**src/rtl/if_id_queue.sv**
```systemverilog
// if_id_queue: fetch-to-decode instruction queue.
// Circular buffer of DEPTH {inst, pc} entries between IF and ID. Decode sees
// the head entry combinationally from registered state; fetch sees full as
// pc_stall. flush discards queued and incoming entries; rst overrides all.
//
// Ports:
//   clk       rising-edge clock
//   rst       synchronous active-high reset
//   if_inst   tagged instruction from fetch ([34:32] tag, [31:0] word)
//   if_pc     PC of if_inst
//   if_valid  if_inst/if_pc valid this cycle
//   flush     redirect: drop all queued and incoming entries
//   id_stall  decode cannot accept this cycle
//   id_inst   head instruction, NOP_INST when empty
//   id_pc     head PC, 0 when empty
//   id_valid  head entry present
//   pc_stall  queue full, backpressure to fetch
//   count     current occupancy
module if_id_queue #(
  parameter int unsigned DEPTH    = 4,
  parameter logic [34:0] NOP_INST = {3'b000, 32'h00000013}
) (
  input  logic                    clk,
  input  logic                    rst,
  input  logic [34:0]             if_inst,
  input  logic [31:0]             if_pc,
  input  logic                    if_valid,
  input  logic                    flush,
  input  logic                    id_stall,
  output logic [34:0]             id_inst,
  output logic [31:0]             id_pc,
  output logic                    id_valid,
  output logic                    pc_stall,
  output logic [$clog2(DEPTH):0]  count
);

  localparam int unsigned PTR_W   = $clog2(DEPTH);
  localparam int unsigned CNT_W   = PTR_W + 1;
  localparam int unsigned INST_W  = 35;
  localparam int unsigned PC_W    = 32;
  localparam int unsigned ENTRY_W = INST_W + PC_W;

  logic [ENTRY_W-1:0] mem_q [DEPTH];
  logic [PTR_W-1:0]   wr_ptr_q, wr_ptr_d;
  logic [PTR_W-1:0]   rd_ptr_q, rd_ptr_d;
  logic [CNT_W-1:0]   count_q, count_d;
  logic               full;
  logic               empty;
  logic               enq;
  logic               deq;
  logic [ENTRY_W-1:0] head;

  // Status derived from registered occupancy only, so full blocks enqueue
  // even when a dequeue happens in the same cycle.
  assign full  = (count_q == CNT_W'(DEPTH));
  assign empty = (count_q == CNT_W'(0));
  assign enq   = if_valid & ~full & ~flush;
  assign deq   = ~empty & ~id_stall & ~flush;

  // Next-state for pointers and occupancy; pointers wrap naturally since
  // DEPTH is a power of two.
  always_comb begin
    wr_ptr_d = wr_ptr_q;
    rd_ptr_d = rd_ptr_q;
    count_d  = count_q;
    if (flush) begin
      wr_ptr_d = '0;
      rd_ptr_d = '0;
      count_d  = '0;
    end else begin
      if (enq) wr_ptr_d = wr_ptr_q + PTR_W'(1);
      if (deq) rd_ptr_d = rd_ptr_q + PTR_W'(1);
      case ({enq, deq})
        2'b10:   count_d = count_q + CNT_W'(1);
        2'b01:   count_d = count_q - CNT_W'(1);
        default: count_d = count_q;
      endcase
    end
  end

  // Control state register.
  always_ff @(posedge clk) begin
    if (rst) begin
      wr_ptr_q <= '0;
      rd_ptr_q <= '0;
      count_q  <= '0;
    end else begin
      wr_ptr_q <= wr_ptr_d;
      rd_ptr_q <= rd_ptr_d;
      count_q  <= count_d;
    end
  end

  // Entry storage; contents are don't-care once pointers are cleared.
  always_ff @(posedge clk) begin
    if (enq) mem_q[wr_ptr_q] <= {if_inst, if_pc};
  end

  assign head     = mem_q[rd_ptr_q];
  assign id_valid = ~empty;
  assign pc_stall = full;
  assign count    = count_q;
  assign id_inst  = empty ? NOP_INST : head[ENTRY_W-1:PC_W];
  assign id_pc    = empty ? 32'h0 : head[PC_W-1:0];

endmodule

```
**config.mk**
```make
export PLATFORM = sky130hd
export DESIGN_NAME = if_id_queue
export DESIGN_NICKNAME = d
export VERILOG_FILES = /design/src/rtl/if_id_queue.sv
export SDC_FILE = /design/constraint.sdc
export NUM_CORES = 1
export LEC_CHECK = 0
export ABC_CLOCK_PERIOD_IN_PS = 3800
export CORE_ASPECT_RATIO = 1.1
export CORE_MARGIN = 2
export CORE_UTILIZATION = 55
export CTS_CLUSTER_SIZE = 16
export DETAILED_ROUTE_END_ITERATION = 16
export GPL_TIMING_DRIVEN = 0
export PLACE_DENSITY = 0.91
export SYNTH_ARGS = -nofsm -noshare
export SYNTH_HDL_FRONTEND = slang
export SYNTH_SLANG_ARGS = --single-unit
```
**constraint.sdc**
```tcl
create_clock -name clk -period 3.8 [get_ports clk]
set_clock_uncertainty 0.15 [all_clocks]
set_input_delay 0.57 -clock clk [delete_from_list [all_inputs] [get_ports clk]]
set_output_delay 0.57 -clock clk [all_outputs]
set_load 0.02 [all_outputs]
```
# [Yosys cells after proc, flatten, opt, wreduce, memory -nomap -nowiden]
# Memory sizes are Yosys's and may differ from the RTL's. A register that Yosys moved wholly into a read port is not among the register bits.
# Cells that the tools add are included.
[classes] add_sub_neg=4 eq_ne=3 muxes=7 n_bitwise=8 n_reduce_logical=3
[ops] op="35-bit two-way mux" n=1
[ops] op="32-bit two-way mux" n=1
[ops] op="3-bit case mux with 2 select lines" n=1
[ops] op="2-bit by 1-bit adder with 2-bit output, second input constant" n=2
[ops] op="1-bit bitwise AND" n=4
[ops] op="2-bit two-way mux" n=2
[ops] op="1-bit NOT" n=4
[ops] op="3-bit by 1-bit adder with 3-bit output, second input constant" n=1
[ops] op="3-bit equality test, second input constant" n=1
[ops] op="3-bit zero test" n=1
[ops] op="3-bit by 1-bit subtractor with 3-bit output, second input constant" n=1
[ops] op="2-bit by 1-bit equality test with 1-bit output, second input constant" n=1
[ops] op="2-bit equality test, second input constant" n=1
[ops] op="1-bit two-way mux" n=2
[ops] op="2-bit nonzero test" n=1
[ops] op="2-bit OR reduction" n=1
[totals] register_bits=7 mem_bits_rw=268 input_bits=72 out_inout_bits=72 elab_cells=29 n_memories=1
[memory_table] name="mem_q" words=4 width=67 read_ports=1 rd_ports_with_merged_regs=1 wr=1 line_no="43" rtl="logic [ENTRY_W-1:0] mem_q [DEPTH];"

# [Logic depth before layout (Yosys ltp)]
[depth] ltp_word=6 ltp_mapped=10 depth_no_buf=9

# [Least setup slack after synthesis]
# Ideal clock, no wire load.
[synth_path] kind="input -> register" startpoint="input if_valid" endpoint="memory mem_q[0][0] in the netlist's numbering, enable pin" setup_ps=433 arrival_ps=2535 required_ps=3217 slack_ps=683 cell_stages=2 n_path_buf=0 path_cell_list="nor2b_1 > and3_1"
[synth_between] elab_chain_len=4
[synth_rtl] element="start, declared" line_no="27" rtl="input logic if_valid,"
[synth_rtl] element="1-bit bitwise AND (2 in a row)" line_no="57" rtl="assign enq = if_valid & ~full & ~flush;"
[synth_rtl] element="1-bit two-way mux" line_no="96" rtl="if (enq) mem_q[wr_ptr_q] <= {if_inst, if_pc};"
[synth_rtl] element="1-bit two-way mux (not written as such)" line_no="96"
[synth_rtl] element="end, declared" line_no="43"
# No other way between the ends.

# [Final worst setup path]
[layout_path] startpoint="register count_q[0] (netlist: count[0])" endpoint="output id_pc[20]"
[layout_between] elab_chain_len=2
[layout_rtl] element="start, declared" line_no="46" rtl="logic [CNT_W-1:0] count_q, count_d;"
[layout_rtl] element="start signal, assigned" line_no="90" rtl="count_q <= count_d;"
[layout_rtl] element="3-bit zero test" line_no="56" rtl="assign empty = (count_q == CNT_W'(0));"
[layout_rtl] element="32-bit two-way mux" line_no="104" rtl="assign id_pc = empty ? 32'h0 : head[PC_W-1:0];"
[layout_rtl] element="end, declared" line_no="31" rtl="output logic [31:0] id_pc,"
# No other way between the ends.

==> results.json <==
{
  "synth_area_um2": 10600,
  "cts_tree": "done",
  "power_leakage_uw": 0.00428,
  "hold_viol_final": 0,
  "hold_ws_ns": 0.362,
  "ys_seq_area_share_pct": 77.3,
  "grt_overflow": 0,
  "syn_avg_cell_area_um2": 22.1,
  "grt_pass1_vias": 5642,
  "cp-end-kind": "output port",
  "cts_root_buf": "clkbuf_16",
  "netlist_instances": 482,
  "fin_nets": 736,
  "layout_min_cycle_time_ns": 3.59,
  "hp-class": "flop to flop",
  "grt_usage_pct": 19.9,
  "finalMaxSlewViolations": 0,
  "place_hpwl_um": 12600,
  "cts.sinks": 277,
  "place_area_um2": 12500,
  "crit_required_ns": 3.08,
  "antenna_found_initial": 0,
  "grt_setup_unrepaired": "false",
  "synth_cell_types": 30,
  "dieArea_um2": 20500,
  "irDropWorstVdd_mv": 0.442,
  "arrival_ns": 2.87,
  "ant_nets": 0,
  "fmax_ghz": 0.279,
  "start_util_pct": 55.9,
  "area_growth_pct": 26.7,
  "ys_warn_count": 0,
  "reg2regPathDepth": 10,
  "cts_hold_buf": 0,
  "crit_fanout": 10,
  "grt_pass1_wl_um": 30700,
  "tightest_slew_ns": 0.690,
  "status": "finished, final reports clean",
  "core_um2": 19000,
  "io_buffers": 143,
  "synth_nets": 560,
  "io_pins": 144,
  "wl_per_cell_um": 21.6,
  "start_kind": "flop",
  "rows": 53,
  "cts_resized": 0,
  "slew_headroom_pct": 54.0,
  "grt_max_degree": 50,
  "numCtsBuffers": 27,
  "fin_crit_sh_pct": 94.4,
  "design_area_um2": 13500,
  "clkTransAtPathRegs_ns": 0.07,
  "path_class": "flop to output port",
  "drt_pass1_iterations": 4,
  "die_h_um": 150,
  "insertion_delay_ns": 0.51,
  "vias": 5218,
  "vias_per_cell": 5.65,
  "drc": 0,
  "synth_seq_cells": 277,
  "max_cap_viol_count": 0,
  "antenna_cells": 0,
  "post_cts_buffers": 0,
  "cts_buffer_depth": 3,
  "drt_first_iter_violations": 337,
  "drive_above_1_share_pct": 19.8,
  "finalSetupViolCount": 0,
  "fp.dieW_um": 137,
  "routed_wl_um": 20000,
  "place_congestion": 0.756,
  "h-tree-depth": 1,
  "powerDensity_nw_per_um2": 489,
  "hold_depth": 2
}
[report_power, final]
group	total, uW	internal [uW]	switching, uW
registers	3410	3390	11.1
clock network	2870	1780	1090
logic	314	167	147
[state kept, by name, indices dropped and copies added (netlist names), named ones only]
register / flops
count: 3
mem_q: 268
rd_ptr_q: 2
wr_ptr_q: 2
[per-stage QoR]
stage,power [uW],setup WS [ns],std cells,setup TNS (ns),utilization [%]
3_3_place_gp,3770,-0.983,872,-258.87,65.0
5_1_grt,6790,0.00219,924,0,70.8
6_report,6590,0.213,924,0,70.8
3_5_place_dp,3790,0.693,876,0,65.7
2_1_floorplan,3600,0.683,482,0,-
4_1_cts,6650,0.135,924,0,70.8
[cell usage in the layout (no fill, tap or decap), types with 4 or more instances in the layout]
| master | count |
|---|---|
| buf_16 | 4 |
| mux4_2 | 67 |
| and3_4 | 4 |
| clkbuf_16 | 27 |
| clkbuf_1 | 12 |
| ha_1 | 5 |
| a21oi_1 | 6 |
| clkinv_2 | 4 |
| clkinvlp_4 | 5 |
| dfxtp_1 | 9 |
| buf_2 | 6 |
| buf_12 | 4 |
| nor2_1 | 4 |
| edfxtp_1 | 268 |
| clkdlybuf4s50_1 | 143 |
| inv_1 | 8 |
| bufinv_16 | 7 |
| and2_1 | 65 |
[kinds of logic (layout without fill, tap and decap cells)]
| family | after synthesis | in the layout | synth area share [%] |
|---|---|---|---|
| XOR/XNOR | 2 | 2 | 0.165 |
| AO/OA/AOI/OAI | 11 | 11 | 0.565 |
| adder cells (fa/ha/maj) | 6 | 6 | 0.776 |
| multiplexers | 67 | 67 | 14.2 |
| AND/OR/NAND/NOR | 87 | 87 | 5.06 |
| buffers and inverters | 32 | 227 | 1.92 |
| flip-flops | 277 | 277 | 77.3 |
[synthesized netlist by cell type]
master | number | area share (%)
nor3_1 | 1 | 0.047
a21oi_1 | 6 | 0.28
o31ai_1 | 1 | 0.071
edfxtp_1 | 268 | 76
a21o_1 | 1 | 0.071
o21ai_0 | 3 | 0.14
buf_1 | 1 | 0.035
buf_12 | 4 | 0.75
or3b_1 | 1 | 0.082
nor2b_1 | 1 | 0.059
nor2_1 | 4 | 0.14
clkbuf_1 | 11 | 0.39
inv_1 | 8 | 0.28
ha_1 | 5 | 0.59
nor3_2 | 1 | 0.094
or3_1 | 3 | 0.18
and2_1 | 65 | 3.8
nand3_1 | 1 | 0.047
xor2_1 | 2 | 0.16
mux4_2 | 67 | 14
fa_1 | 1 | 0.19
dfxtp_1 | 9 | 1.7
or2_1 | 3 | 0.18
and3_1 | 4 | 0.24
nand4_1 | 1 | 0.059
or2_2 | 1 | 0.059
buf_6 | 1 | 0.11
buf_2 | 6 | 0.28
buf_4 | 1 | 0.071
nand2b_1 | 1 | 0.059
[layer usage]
metal  share of wire (%)  up-vias  track usage (%)  routed length [um]
met5                   0        -                0                   0
met1                  39     2716             25.0                7740
met3                 6.5       33             4.71                1310
met2                  53      163             35.2               10600
met4                 1.7        0             4.58                 330
li1                    -     2306                -                   -
[final timing paths]
kind,startpoint,end,slack (ns)
setup / recovery,count[0],id_pc[20],0.21
setup reg to reg,count[2],count[2],0.98
hold / removal,rd_ptr_q[1],flop,0.36
hold reg to reg,rd_ptr_q[1],flop,0.36
[area by class of cell]
| cell class | instances | area [um2] |
|---|---|---|
| Sequential cell | 277 | 8230 |
| Fill cell | 1118 | 5550 |
| Multi-Input combinational cell | 173 | 2230 |
| Timing Repair Buffer | 147 | 1540 |
| Clock buffer | 28 | 679 |
| Tap cell | 247 | 309 |
| Clock inverter | 20 | 293 |
| Buffer | 24 | 174 |
| Inverter | 8 | 30.0 |
[worst max-delay path, cell delays in order, from the launching register on]
cell and delay [ns]:
dfxtp_1 0.42, nor3_2 0.12, inv_1 0.08, clkbuf_1 0.41
clkbuf_1 0.48, and2_1 0.23, clkdlybuf4s50_1 0.60
Note: power is estimated with default switching activity, not from simulation.
